### config.mk
export PLATFORM = sky130hd
export DESIGN_NAME = branch_pc_unit
export DESIGN_NICKNAME = d
export VERILOG_FILES = /design/src/rtl/branch_pc_unit.sv
export SDC_FILE = /design/constraint.sdc
export NUM_CORES = 1
export LEC_CHECK = 0
export CAP_MARGIN = 20
export CORE_ASPECT_RATIO = 1.4
export CORE_MARGIN = 1.5
export CORE_UTILIZATION = 45
export DETAILED_ROUTE_END_ITERATION = 8
export PLACE_DENSITY = 0.74
export SYNTH_ARGS = -nofsm -noshare
export SYNTH_HDL_FRONTEND = slang
export SYNTH_SLANG_ARGS = --single-unit
### constraint.sdc
create_clock -name clk -period 2.7 [get_ports clk]
set_input_delay 0.54 -clock clk [delete_from_list [all_inputs] [get_ports clk]]
set_output_delay 0.54 -clock clk [all_outputs]
set_load 0.005 [all_outputs]
### src/rtl/branch_pc_unit.sv
// Program counter with a four-state branch sequencer that drives CONN_FF and
// commits PC + sign-extended displacement when the sampled condition is true.
module branch_pc_unit #(
   parameter logic [31:0] PC_RESET  = 32'h0000_0000,
   parameter int          OFFSET_W  = 19,
   parameter logic [4:0]  BR_OPCODE = 5'b10010
) (
   input  logic        clk,
   input  logic        clear,
   input  logic [31:0] ir_data,
   input  logic [31:0] bus_mux_out,
   input  logic        pc_in,
   input  logic        pc_inc,
   input  logic        br_start,
   input  logic        conn_out,
   output logic        conn_in,
   output logic [31:0] pc_out,
   output logic        busy,
   output logic        br_taken,
   output logic        done,
   output logic        illegal
);

   typedef enum logic [1:0] {
      IDLE    = 2'd0,
      EVAL    = 2'd1,
      RESOLVE = 2'd2,
      DONE    = 2'd3
   } state_t;

   state_t      r_state;
   state_t      w_nextState;
   logic [31:0] r_pc;
   logic [31:0] r_off;
   logic        r_con;
   logic        r_illegal;

   logic        w_isBranch;
   logic        w_accept;
   logic [31:0] w_offExt;
   logic        w_unusedIr;

   assign w_isBranch = (ir_data[31:27] == BR_OPCODE);
   assign w_accept   = (r_state == IDLE) && br_start && w_isBranch;
   assign w_offExt   = {{(32-OFFSET_W){ir_data[OFFSET_W-1]}}, ir_data[OFFSET_W-1:0]};
   assign w_unusedIr = ^ir_data;

   always_ff @(posedge clk or posedge clear) begin
      if (clear) r_state <= IDLE;
      else       r_state <= w_nextState;
   end

   always_comb begin
      w_nextState = r_state;
      case (r_state)
         IDLE:    if (w_accept) w_nextState = EVAL;
         EVAL:    w_nextState = RESOLVE;
         RESOLVE: w_nextState = DONE;
         DONE:    w_nextState = IDLE;
         default: w_nextState = IDLE;
      endcase
   end

   always_comb begin
      conn_in  = (r_state == EVAL);
      busy     = (r_state != IDLE);
      br_taken = (r_state == RESOLVE) && r_con;
      done     = (r_state == DONE);
      illegal  = r_illegal;
      pc_out   = r_pc;
   end

   // Bus/increment updates only land in IDLE; a branch commits at the RESOLVE->DONE edge.
   always_ff @(posedge clk or posedge clear) begin
      if (clear) begin
         r_pc <= PC_RESET;
      end else if (r_state == IDLE) begin
         if (pc_in)       r_pc <= bus_mux_out;
         else if (pc_inc) r_pc <= r_pc + 32'd1;
      end else if ((r_state == RESOLVE) && r_con) begin
         r_pc <= r_pc + r_off;
      end
   end

   always_ff @(posedge clk or posedge clear) begin
      if (clear) begin
         r_off     <= 32'd0;
         r_con     <= 1'b0;
         r_illegal <= 1'b0;
      end else begin
         if (w_accept)           r_off <= w_offExt;
         if (r_state == EVAL)    r_con <= conn_out;
         r_illegal <= (r_state == IDLE) && br_start && !w_isBranch;
      end
   end

endmodule

# Word-level counts from Yosys, hierarchy flattened
# Cells that the tools add are included.
# word_totals
ff_bits	55
elab_cells	28
# op_classes
n_addsub	2
n_eq_ne	6
muxes	6
n_reduce_logical	9
# ops
cell	n
2-to-1 mux 32 bit	4
adder 32 x 1 -> 32 bit, second input constant	1
adder 32 bit	1
one-hot mux 2 bit (4 select lines)	1
== test 5 bit, second input constant	1
== test 2 bit, second input constant	2
logical AND 1 bit	4
nonzero test 2 bit	2
!= test 3 bit, second input constant	1
== test 2 x 1 -> 1 bit, second input constant	1
zero test 2 bit	1
2-to-1 mux 2 bit	1
!= test 2 bit, second input constant	1
AND reduction 2 bit	1
zero test 1 bit	1

# Depth between registers and ports, before layout
# Gate-level depths: netlist of the first run.
# logic_depth
word_depth	5
mapped_depth	12
ltp_nobuf	10

# Worst setup path after synthesis of the first run
# No wires, ideal clock.
# synth_timing
path_type	reg-to-reg
startpoint	register r_pc[0], in the netlist pc_out[0]
endpoint	register r_pc[28], in the netlist pc_out[28]
t_arrival_ns	2.742
required_ns	2.613
path_slack_ns	-0.128
stages_incl_launch_ff	11
n_path_buf	0
period_less_slack_ns	2.828
cell_sequence	dfrtp_1 > ha_1 > fa_1 > a211o_1 > o211ai_2 > a211o_1 > nand2_1 > a311o_2 > a221o_1 > o22a_1 > o211ai_1
# synth_between
elab_chain_cells	4
word_cells_on_any_way	6
cone_classes	2 x add/sub; 4 x mux
# synth_lines
element	line	rtl
start, declared	33	logic [31:0] r_pc;
start signal, assigned	78	if (pc_in) r_pc <= bus_mux_out;
start signal, assigned	79	else if (pc_inc) r_pc <= r_pc + 32'd1;
start signal, assigned	81	r_pc <= r_pc + r_off;
adder 32 x 1 -> 32 bit	79	
2-to-1 mux 32 bit	79	
2-to-1 mux 32 bit	78	
2-to-1 mux 32 bit (*)	77	end else if (r_state == IDLE) begin
# Every way passes the cells marked *; elsewhere a longest branch is shown, timed or not. The select of a mux whose other input is x is not followed.
# A chain may end at the register's enable or synchronous reset.

# Worst setup path after layout of the first run
# layout_timing
startpoint	register r_off[0]
endpoint	register r_pc[28], in the netlist pc_out[28]
# layout_between
elab_chain_cells	3
# layout_lines
element	line	rtl
start, declared	34	logic [31:0] r_off;
start signal, assigned	91	if (w_accept) r_off <= w_offExt;
adder 32 bit	81	
2-to-1 mux 32 bit	80	end else if ((r_state == RESOLVE) && r_con) begin
2-to-1 mux 32 bit	77	
# Every way passes these cells. The select of a mux whose other input is x is not followed.

==> metrics.md, run 1 <==
| Metric | Value |
|---|---|
| Result of the run | complete, but fails checks |
| Violated checks | negative setup slack |
| Placed wire-length estimate after detailed placement | 13430 um |
| Wire per inst | between 15 and 20 um |
| Final antenna-violating net count | 0 |
| Max capacitance violation total | 0 |
| Relative area change from synthesis to final layout | 34.76% |
| Worst R2R Setup Slack | -0.07 ns |
| Met3 layer usage reported by global route | 0.03704 |
| Drt initial violations | approximately 270 |
| Worst rel slew slack | 0.6459 |
| Most common library cell in the layout ignoring fill and taps | sky130_fd_sc_hd__clkdlybuf4s50_1 |
| R2r worst-path depth | 10 |
| Required time at the worst-slack endpoint | between 2 and 3 ns |
| Critical Path End Type | register |
| DRT Wirelength | around 17000 um |
| Number of vias in the routed layout | 5613 |
| Unique masters post-synth | 76 |
| Number of storage elements in the synthesis netlist | 55 |
| Via count of the first global-routing pass | 5521 |
| Fraction of final layout cells sized beyond drive strength 1 | 0.1841 |
| Worst clock skew on the final layout | 0.009414 ns |
| Worst reg2reg path startpoint | r_off[0]$_DFFE_PP0P_ |
| Number of sinks driven by the clock tree | 55 |
| Type of the most critical hold path | in -> async |
| Unrepaired setup endpoints after global routing | yes |
| Die outline area | ~12000 sq um |
| Global-route wire length before repair | about 27000 um |
| Gpl congestion | 0.9476 |
| Total track usage | 0.2849 |
| Mean cell area of the mapped netlist | between 8 and 9 sq um |
| Worst Tran Pin Value | roughly 0.52 ns |
| Clock edge transition at the registers on the reported setup and hold paths | around 0.08 ns |
| Startpoint Class | register |
| Deepest clock path buffer count | 2 |
| First drt pass iteration count | 7 |
| Fraction of post-synthesis cell area in the top cell type by area | 0.2637 |
| Smallest setup slack after layout | -0.07141 ns |
| Peak supply drop | about 0.49 mV |
| Effective utilization at floorplan | 0.4603 |
| Total standard cell area after synthesis | 5219 sq um |
| Met2 usage | 0.5171 |
| Final worst hold slack | between 0.5 and 0.6 ns |
| Number of buffers created by CTS | 5 |
| Number of standard-cell rows in the floorplan | between 40 and 50 |
| Die width | around 94 um |
| Pin count of the biggest net entering global routing | 42 |
| Placed Cells incl. Taps | 925 |
| Standard cell core area | 11340 sq um |
| NumNets Final | 899 |
| Static leakage | between 3 and 4 nW |
| Post-placement cell area | 6793 sq um |
| Post-route cell area | between 7000 and 8000 sq um |
| Number of pins exceeding their max-slew limit in the final report | 0 |
| Destination of the worst register-to-register timing path | pc_out[28]$_DFFE_PP0P_ |
| Share of synthesized flip-flops with an asynchronous set or reset | 1.000 |
| Share of the clock period used by the worst path after layout | 1.026 |
| Achievable frequency | ~360 MHz |
| Mapped Cells | roughly 640 |
| Finished Layout Cells | ~940 |
| Number of antenna violations at the first check in global routing | 0 |
| # H-tree levels | 2 |
| Most area-hungry cell type in the Yosys netlist | sky130_fd_sc_hd__dfrtp_1 |
| Count of endpoints failing hold in the final timing report | 0 |
| Sequential element share of the synthesized area | 0.2637 |
| Residual DRC count | 0 |
| Via-to-Cell Ratio | 5.990 |
| Met1 demand-to-capacity share in global routing | 0.3326 |
| Most Used Layer, Global Route | met2 |
| Cell area power density | roughly 1100 nW/um^2 |
| Most frequent cells in the layout | sky130_fd_sc_hd__clkdlybuf4s50_1, sky130_fd_sc_hd__buf_4, sky130_fd_sc_hd__nand2_1 |
| Leading cell types by total area after synthesis | sky130_fd_sc_hd__dfrtp_1, sky130_fd_sc_hd__ha_1, sky130_fd_sc_hd__o21ai_0 |
| Total congestion overflow | 0 |
| Source-to-sink clock delay at the later pin of the worst-skew pair | about 0.30 ns |
| Startpoint-to-endpoint class of the critical path | reg -> reg |
| Crit Path Max Fanout | 3 |
| Number of endpoints failing setup at the final stage | 4 |
| Time the final worst path needs with I/O delays and setup | between 2 and 3 ns |
| Syn_nets | roughly 750 |
| EDFF count, synth | 0 |
| Number of antenna cells inserted | 0 |
| Clock tree from TritonCTS | built |
| Ys Warns | 0 |
| Top-level I/O count | about 110 |
| Leading register cell type out of synthesis | sky130_fd_sc_hd__dfrtp_1 |
| Port buffer count | 98 |
| Library cell used as clock root buffer | sky130_fd_sc_hd__clkbuf_16 |
| Arrival time at the worst endpoint | roughly 3.0 ns |
| Die Height | about 130 um |
[sequential cells by signal, indices dropped and copies added (netlist names)]
register  flops
r_off        19
illegal       1
r_state       2
r_con         1
pc_out       32
[what timing repair did]
| action | CTS | global route |
|---|---|---|
| setup endpoints to repair | 4 | 10 |
| hold buffers | 0 | 0 |
| pin swaps | 2 | 6 |
| gates resized for setup | 1 | 12 |
| setup buffers | 2 | 2 |
[cell type report]
class	count	area, sq um
fill	1008	4305
multi-input combinational	535	3652
timing repair buffer	179	1609
sequential	55	1376
tap	144	180.2
clock buffer	6	138.9
inverter	16	60.06
clock inverter	2	16.27
[stage by stage]
stage                     setup WS [ns]    util  TNS [ns]  power [W]
after global routing            -0.1743  0.6203   -0.6417   0.008045
after detailed placement       -0.06419  0.5991   -0.1367   0.006625
after global placement         -0.02355  0.5991  -0.02355   0.006476
after floorplan                 0.04235       -         0   0.004581
final                          -0.07141  0.6203   -0.2077   0.007474
after CTS                      -0.08453  0.6148   -0.1336   0.007375
[Yosys cell counts, types with 3 or more instances]
| library cell | number |
|---|---|
| sky130_fd_sc_hd__o31ai_1 | 4 |
| sky130_fd_sc_hd__a21o_1 | 16 |
| sky130_fd_sc_hd__a211oi_1 | 5 |
| sky130_fd_sc_hd__o21a_1 | 6 |
| sky130_fd_sc_hd__mux2i_1 | 10 |
| sky130_fd_sc_hd__and4_1 | 3 |
| sky130_fd_sc_hd__o21ai_0 | 63 |
| sky130_fd_sc_hd__nand4_1 | 14 |
| sky130_fd_sc_hd__a221oi_1 | 3 |
| sky130_fd_sc_hd__ha_1 | 36 |
| sky130_fd_sc_hd__or4_1 | 3 |
| sky130_fd_sc_hd__xnor2_1 | 21 |
| sky130_fd_sc_hd__buf_6 | 3 |
| sky130_fd_sc_hd__nand2_1 | 79 |
| sky130_fd_sc_hd__xor2_1 | 19 |
| sky130_fd_sc_hd__clkbuf_1 | 18 |
| sky130_fd_sc_hd__and3_1 | 10 |
| sky130_fd_sc_hd__o221ai_1 | 3 |
| sky130_fd_sc_hd__nand3_1 | 19 |
| sky130_fd_sc_hd__o41ai_1 | 3 |
| sky130_fd_sc_hd__clkbuf_8 | 4 |
| sky130_fd_sc_hd__a22oi_1 | 3 |
| sky130_fd_sc_hd__nor3_1 | 10 |
| sky130_fd_sc_hd__and2_1 | 5 |
| sky130_fd_sc_hd__nor4_1 | 6 |
| sky130_fd_sc_hd__nor2_1 | 48 |
| sky130_fd_sc_hd__inv_1 | 15 |
| sky130_fd_sc_hd__a31oi_1 | 8 |
| sky130_fd_sc_hd__mux2_2 | 23 |
| sky130_fd_sc_hd__or3_1 | 4 |
| sky130_fd_sc_hd__buf_1 | 3 |
| sky130_fd_sc_hd__a21o_2 | 4 |
| sky130_fd_sc_hd__o211ai_1 | 10 |
| sky130_fd_sc_hd__buf_2 | 5 |
| sky130_fd_sc_hd__dfrtp_1 | 55 |
| sky130_fd_sc_hd__a21oi_1 | 48 |
[where the power goes]
group          switching [W]  internal [W]  total (W)
combinational        0.00280       0.00246    0.00526
sequential          0.000345       0.00117    0.00151
clock               0.000331      0.000373   0.000703
[cell families (layout without fill, tap and decap cells)]
family	after synthesis	after routing	share of synthesized area
and+or+nand+nor	219	219	0.2059
AOI/OAI and AO/OA	206	206	0.2558
DFF	55	55	0.2637
buffers and inverters	49	203	0.04843
xor gates and xnor gates	40	40	0.06713
adders and majority gates	37	37	0.09015
muxes	33	33	0.06881
[critical path: stages, from the launching register on]
cell and delay, ns:
sky130_fd_sc_hd__dfrtp_1 0.39, sky130_fd_sc_hd__ha_2 0.20, sky130_fd_sc_hd__fa_2 0.36, sky130_fd_sc_hd__a211o_1 0.31, sky130_fd_sc_hd__o211ai_2 0.08, sky130_fd_sc_hd__a211o_1 0.21
sky130_fd_sc_hd__nand2_2 0.08, sky130_fd_sc_hd__a311o_2 0.35, sky130_fd_sc_hd__a221o_1 0.37, sky130_fd_sc_hd__o22a_1 0.18, sky130_fd_sc_hd__o211ai_1 0.16
[layer usage]
| metal | vias up | part of all wire |
|---|---|---|
| met4 | 0 | 0.042 |
| met1 | 2693 | 0.40 |
| li1 | 2679 | - |
| met5 | - | 0 |
| met3 | 49 | 0.047 |
| met2 | 192 | 0.51 |
[worst max-delay path by stage]
stage                          start                     end  slack, ns  cells after the start
2_1_floorplan  pc_out[0]$_DFFE_PP0P_  pc_out[28]$_DFFE_PP0P_       0.04                     10
3_3_place_gp    r_off[0]$_DFFE_PP0P_  pc_out[28]$_DFFE_PP0P_      -0.02                     10
3_5_place_dp    r_off[0]$_DFFE_PP0P_  pc_out[28]$_DFFE_PP0P_      -0.06                     10
5_1_grt         r_off[0]$_DFFE_PP0P_  pc_out[28]$_DFFE_PP0P_      -0.17                     10
6_report        r_off[0]$_DFFE_PP0P_  pc_out[28]$_DFFE_PP0P_      -0.07                     10
4_1_cts         r_off[0]$_DFFE_PP0P_  pc_out[28]$_DFFE_PP0P_      -0.08                     10
Power figures use the tool's default switching activity.
==> run 2, diff against run 1 <==
- GPL_TIMING_DRIVEN: not set -> 0
==> metrics.md, run 2 (synthesized netlist as in run 1, its figures left out) <==
| Metric | Value |
|---|---|
| Arrival time at the worst endpoint | around 3.1 ns |
| Die Height | around 130 um |
| Finished Layout Cells | just over 900 |
| Crit Path Max Fanout | 6 |
| Global-route wire length before repair | 28100 um |
| Pre-CTS setup slack | -0.4916 ns |
| Number of buffers created by CTS | 5 |
| Gpl congestion | approximately 0.9 |
| Final worst hold slack | roughly 0.52 ns |
| Number of endpoints failing setup at the final stage | 3 |
| Static leakage | roughly 3.1 nW |
| Sum Neg Setup Slack | -0.4257 ns |
| Count of endpoints failing hold in the final timing report | 0 |
| Share of the clock period used by the worst path after layout | 1.059 |
| Number of vias in the routed layout | 5705 |
| # H-tree levels | 2 |
| NumNets Final | between 800 and 900 |
| Switching Power | ~0.0038 W |
| Met1 demand-to-capacity share in global routing | 0.3524 |
| Unrepaired setup endpoints after global routing | yes |
| Pin count of the biggest net entering global routing | 40 |
| Hold buffer count at CTS | 0 |
| Highest cell delay on the worst timing path | ~0.54 ns |
| Startpoint-to-endpoint class of the critical path | reg -> reg |
| Time the final worst path needs with I/O delays and setup | between 2 and 3 ns |
| Peak supply drop | roughly 0.6 mV |
| Port buffer count | between 90 and 100 |
| Placed wire-length estimate after detailed placement | ~14000 um |
| Required time at the worst-slack endpoint | a little under 3 ns |
| Critical Path End Type | register |
| FF/Latch Area | between 1000 and 1500 sq um |
| Clock edge transition at the registers on the reported setup and hold paths | 0.09 ns |
| Result of the run | complete, but fails checks |
| Number of pins exceeding their max-slew limit in the final report | 0 |
| Smallest setup slack after layout | -0.1602 ns |
| Source-to-sink clock delay at the later pin of the worst-skew pair | between 0.3 and 0.4 ns |
| Deepest clock path buffer count | 2 |
| Achievable frequency | around 350 MHz |
| First drt pass iteration count | 6 |
| Cell area power density | ~1100 nW/um^2 |
| Via count of the first global-routing pass | 5420 |
| Placed Cells incl. Taps | between 800 and 900 |
| Most Used Layer, Global Route | met2 |
| Final Core Density | 0.6396 |
| Number of sinks driven by the clock tree | 55 |
| Wire per inst | approximately 20 um |
| Switching portion of total power | 0.4734 |
| Total track usage | 0.2974 |
| Type of the most critical hold path | reg -> reg |
| DRT Wirelength | 18790 um |
| Comb power frac | 0.687 |
| Total congestion overflow | 0 |
| Via-to-Cell Ratio | a little over 6 |
| Clock tree from TritonCTS | built |
| Filler Cells Inserted | 929 |
| Die outline area | about 12000 sq um |
| Number of standard-cell rows in the floorplan | 46 |
| Most frequent cells in the layout | sky130_fd_sc_hd__clkdlybuf4s50_1, sky130_fd_sc_hd__nand2_1, sky130_fd_sc_hd__o21ai_0 |
| Int Power | about 0.0042 W |
| Worst rel slew slack | 0.5265 |
| Clock share of power | 0.091 |
| Library cell used as clock root buffer | sky130_fd_sc_hd__clkbuf_16 |
| Standard cell core area | 11340 sq um |
| Most common library cell in the layout ignoring fill and taps | sky130_fd_sc_hd__clkdlybuf4s50_1 |
| Top-level I/O count | 107 |
| Multi-input gate area | between 3000 and 4000 sq um |
| Number of antenna violations at the first check in global routing | 0 |
| Residual DRC count | 0 |
| Relative contribution of sequential cells to total power | 0.222 |
| Fraction of final layout cells sized beyond drive strength 1 | 0.2117 |
| Top Family by Delay on Critical Path | simple AND/OR/NAND/NOR gates |
| Worst clock skew on the final layout | approximately 0.0095 ns |
| Buffer and inverter count on the worst path | 1 |
| Relative area change from synthesis to final layout | 38.96% |
| Effective utilization at floorplan | 0.4603 |
| List of cells traversed by the critical path | ha_4 > nand3_2 > or3_4 > a211o_1 > nand2_2 > a311o_2 > buf_4 > a41oi_2 > or4_4 > nand3_2 |
| Final antenna-violating net count | 0 |
| Worst Tran Pin Value | 0.7055 ns |
| Max capacitance violation total | 0 |
| Number of antenna cells inserted | 0 |
| Slowest stage cell, crit path | sky130_fd_sc_hd__or4_4 |
| Die width | 94.02 um |
| Flip-flop count of the largest register, all copies and words added | 32 |
| Met2 usage | 0.5332 |
| Cell repeated most along the worst path | sky130_fd_sc_hd__nand3_2 |
| Met3 layer usage reported by global route | 0.03125 |
| Violated checks | negative setup slack |
| Drt initial violations | roughly 430 |
| Startpoint Class | register |
[run 2: cell count changes in the layout (fill, tap and decap cells not counted), sizes merged]
cell,previous run,this run
inv,16,17
clkinv,1,2
clkbuf,6,25
clkinvlp,1,0
buf,82,53
[run 2: worst register-to-register path, delay by kind of cell, from the launching register on]
kind,cells,cell delay [ns]
AND/OR/NAND/NOR,5,1.19
adder cells (fa/ha/maj),1,0.32
flip-flops,1,0.48
AO/OA/AOI/OAI,3,0.66
buffers and inverters,1,0.13
[run 2: what timing repair did]
action | 4_1_cts | 5_1_grt
endpoints found under the setup margin | 28 | 28
pin swaps | 12 | 20
gates resized for setup | 35 | 56
buffers inserted | 6 | 37
[run 2: layer usage]
layer	vias to the layer above	part of all wire
met5	-	0
met4	0	0.039
met3	52	0.055
met2	251	0.52
met1	2738	0.39
li1	2664	-
[run 2: through the flow]
step	total power, W	instance area [sq um]
6_report	0.008000	7252
5_1_grt	0.008532	7252
4_1_cts	0.007214	6748
3_5_place_dp	0.006177	6395
3_3_place_gp	0.006065	6375
2_1_floorplan	0.004581	5224
[run 2: worst paths after layout]
path / startpoint / endpoint / slack [ns] / cells after the start
worst min-delay path: r_con$_DFFE_PP0P_ / r_con$_DFFE_PP0P_ / 0.52 / 1
worst min register to register: r_con$_DFFE_PP0P_ / r_con$_DFFE_PP0P_ / 0.52 / 1
max in group asynchronous: clear / r_off[18]$_DFFE_PP0P_ / 1.51 / 3
min in group asynchronous: clear / pc_out[28]$_DFFE_PP0P_ / 0.57 / 2
worst max register to register: pc_out[9]$_DFFE_PP0P_ / pc_out[20]$_DFFE_PP0P_ / -0.16 / 10
worst max-delay path: pc_out[9]$_DFFE_PP0P_ / pc_out[20]$_DFFE_PP0P_ / -0.16 / 10
[run 2: layout make-up]
cell class | count | area share
flip-flops and latches | 55 | 0.1920
plain buffers | 30 | 0.03226
inverters | 16 | 0.008627
well taps | 144 | 0.02484
repair buffers | 140 | 0.1812
multi-input cells | 535 | 0.5399
clock inverters | 3 | 0.003968
clock buffers | 5 | 0.01725
[run 2: power by group through the flow]
stage,logic [W],clock network [W],registers [W]
after floorplan,0.00300,0,0.00158
after global placement,0.00435,0,0.00171
after detailed placement,0.00444,0,0.00173
after CTS,0.00474,0.000731,0.00174
after global routing,0.00596,0.000759,0.00182
final,0.00550,0.000732,0.00177
==> run 3, diff against run 2 <==
- PLACE_DENSITY: 0.74 -> 0.71
- REMOVE_ABC_BUFFERS: not set -> 1
- SKIP_LAST_GASP: not set -> 1
- clock period: 2.7 -> 3.3 ns (I/O delays scaled with it)
==> metrics.md, run 3 (synthesized netlist as in run 1, its figures left out) <==
| Metric | Value |
|---|---|
| Destination of the worst register-to-register timing path | pc_out[28]$_DFFE_PP0P_ |
| Library cell used as clock root buffer | sky130_fd_sc_hd__clkbuf_16 |
| Number of sinks driven by the clock tree | 55 |
| Gpl congestion | between 0.9 and 1 |
| Number of antenna cells inserted | 0 |
| Clock share of power | 0.100 |
| Switching Power | ~0.0028 W |
| Max capacitance violation total | 0 |
| Post-Route M1 WL | just under 7000 um |
| Number of endpoints failing setup at the final stage | 0 |
| Achievable frequency | between 300 and 400 MHz |
| Hold endpoint | r_con$_DFFE_PP0P_ |
| # H-tree levels | 2 |
| Final antenna-violating net count | 0 |
| Clock tree from TritonCTS | built |
| Top-level I/O count | 107 |
| Die width | 94.02 um |
| Fraction of final layout cells sized beyond drive strength 1 | 0.08787 |
| R2r worst-path depth | 10 |
| Via count of the first global-routing pass | 5307 |
| Finished Layout Cells | 861 |
| Total length of routed met3 wires | ~560 um |
| Type of the most critical hold path | reg -> reg |
| Relative area change from synthesis to final layout | 23.23% |
| Int Power | 0.002840 W |
| Hold wc startpoint | r_con$_DFFE_PP0P_ |
| Number of buffers created by CTS | 5 |
| Residual DRC count | 0 |
| Unrepaired setup endpoints after global routing | no |
| Number of pins exceeding their max-slew limit in the final report | 0 |
| Number of vias in the routed layout | between 5000 and 6000 |
| Worst R2R Setup Slack | 0.12 ns |
| Sum Neg Setup Slack | 0 ns |
| Post-layout total power | roughly 0.0056 W |
| Pin count of the biggest net entering global routing | 40 |
| Number of antenna violations at the first check in global routing | 0 |
| Startpoint-to-endpoint class of the critical path | reg -> reg |
| Most common library cell in the layout ignoring fill and taps | sky130_fd_sc_hd__clkdlybuf4s50_1 |
| Static leakage | approximately 2.8 nW |
| Flip-flop count of the largest register, all copies and words added | 32 |
| Met2 wire length | 8357 um |
| Required time at the worst-slack endpoint | ~3.5 ns |
| Source-to-sink clock delay at the later pin of the worst-skew pair | slightly above 0.3 ns |
| Final worst hold slack | ~0.5 ns |
| Relative contribution of sequential cells to total power | 0.251 |
| Worst clock skew on the final layout | 0.01746 ns |
| Top layer reached by signal wires | met4 |
| Most frequent cells in the layout | sky130_fd_sc_hd__clkdlybuf4s50_1, sky130_fd_sc_hd__nand2_1, sky130_fd_sc_hd__o21ai_0 |
| Comb power frac | 0.649 |
| DRT Wirelength | ~16000 um |
| First drt pass iteration count | 7 |
| Share of the clock period used by the worst path after layout | 0.9645 |
| Startpoint Class | register |
| Peak supply drop | 0.5160 mV |
| Port buffer count | 98 |
| Cell area power density | between 800 and 900 nW/um^2 |
| Number of standard-cell rows in the floorplan | 46 |
| Arrival time at the worst endpoint | approximately 3.4 ns |
| Count of endpoints failing hold in the final timing report | 0 |
| Die Height | around 130 um |
| Filler Cells Inserted | 1070 |
| Switching portion of total power | 0.4929 |
| Worst Tran Pin Value | between 1 and 1.5 ns |
| Placed Cells incl. Taps | 851 |
| Time the final worst path needs with I/O delays and setup | between 3 and 4 ns |
| Deepest clock path buffer count | 2 |
| Effective utilization at floorplan | 0.4603 |
| Total congestion overflow | 0 |
| Clock edge transition at the registers on the reported setup and hold paths | 0.09 ns |
| NumNets Final | 823 |
| Worst reg2reg path startpoint | pc_out[0]$_DFFE_PP0P_ |
| Result of the run | completed |
| Hold buffer count at CTS | 0 |
| Placed wire-length estimate after detailed placement | between 10000 and 15000 um |
| Critical Path End Type | register |
| Via-to-Cell Ratio | 6.146 |
| Crit Path Max Fanout | 6 |
| Global-route wire length before repair | around 27000 um |
| Worst rel slew slack | 0.2532 |
| Standard cell core area | roughly 11000 sq um |
| Wire per inst | 19.08 um |
| Hold Path Depth | 1 |
| Die outline area | 12260 sq um |
| Total track usage | 0.2737 |
| Drt initial violations | roughly 310 |
-- run 3: layout make-up --
| type | instances | area [sq um] | area share |
|---|---|---|---|
| multi-input combinational | 536 | 3625 | 0.5636 |
| timing repair buffer | 102 | 1039 | 0.1615 |
| sequential | 55 | 1378 | 0.2142 |
| clock inverter | 3 | 22.52 | 0.003502 |
| clock buffer | 5 | 125.1 | 0.01946 |
| inverter | 16 | 62.56 | 0.009728 |
| tap | 144 | 180.2 | 0.02802 |
-- run 3: per-stage QoR --
step                        util  worst slack [ns]  area, sq um
after floorplan                -           -0.4003         5026
after global placement    0.5457            -2.762         6187
after detailed placement  0.5508           -0.8790         6245
after CTS                 0.5655           0.09465         6412
after global routing      0.5672           0.01216         6431
final                     0.5672            0.1170         6431
-- run 3: per-layer routing --
metal  vias up  global-route usage
li1       2524                   -
met1      2568              0.3277
met2       155              0.4928
met3        45             0.02488
met4         0              0.1264
met5         -                   0
-- run 3: critical path: stages (launching register included) --
cell and delay [ns]:
sky130_fd_sc_hd__dfrtp_2 0.46, sky130_fd_sc_hd__ha_1 0.24, sky130_fd_sc_hd__fa_1 0.44, sky130_fd_sc_hd__a211o_1 0.33
sky130_fd_sc_hd__o211ai_2 0.11, sky130_fd_sc_hd__a211o_1 0.22, sky130_fd_sc_hd__nand2_1 0.09, sky130_fd_sc_hd__a311o_2 0.44
sky130_fd_sc_hd__a221o_1 0.40, sky130_fd_sc_hd__o22a_1 0.18, sky130_fd_sc_hd__o211ai_1 0.17
-- run 3: how the worst max path moves through the flow --
stage	to	slack (ns)	startpoint	depth (start not counted)
2_1_floorplan	pc_out[28]$_DFFE_PP0P_	-0.40	r_state[0]$_DFFE_PP0P_	8
3_3_place_gp	pc_out[31]$_DFFE_PP0P_	-2.76	pc_in	9
3_5_place_dp	pc_out[31]$_DFFE_PP0P_	-0.88	r_state[1]$_DFFE_PP0P_	10
4_1_cts	pc_out[28]$_DFFE_PP0P_	0.09	pc_out[0]$_DFFE_PP0P_	10
5_1_grt	pc_out[24]$_DFFE_PP0P_	0.01	pc_out[0]$_DFFE_PP0P_	10
6_report	pc_out[28]$_DFFE_PP0P_	0.12	pc_out[0]$_DFFE_PP0P_	10
-- run 3: what timing repair did --
item,CTS,global route
pin swaps,1,1
buffers inserted,0,1
resized for setup,5,2
gates cloned,1,0
setup endpoints to repair,27,3
-- run 3: power groups by stage --
stage	registers, W	logic [W]	clock network, W
2_1_floorplan	0.00130	0.00233	0
3_3_place_gp	0.00140	0.00340	0
3_5_place_dp	0.00141	0.00353	0
4_1_cts	0.00139	0.00359	0.000583
5_1_grt	0.00145	0.00402	0.000605
6_report	0.00140	0.00364	0.000560
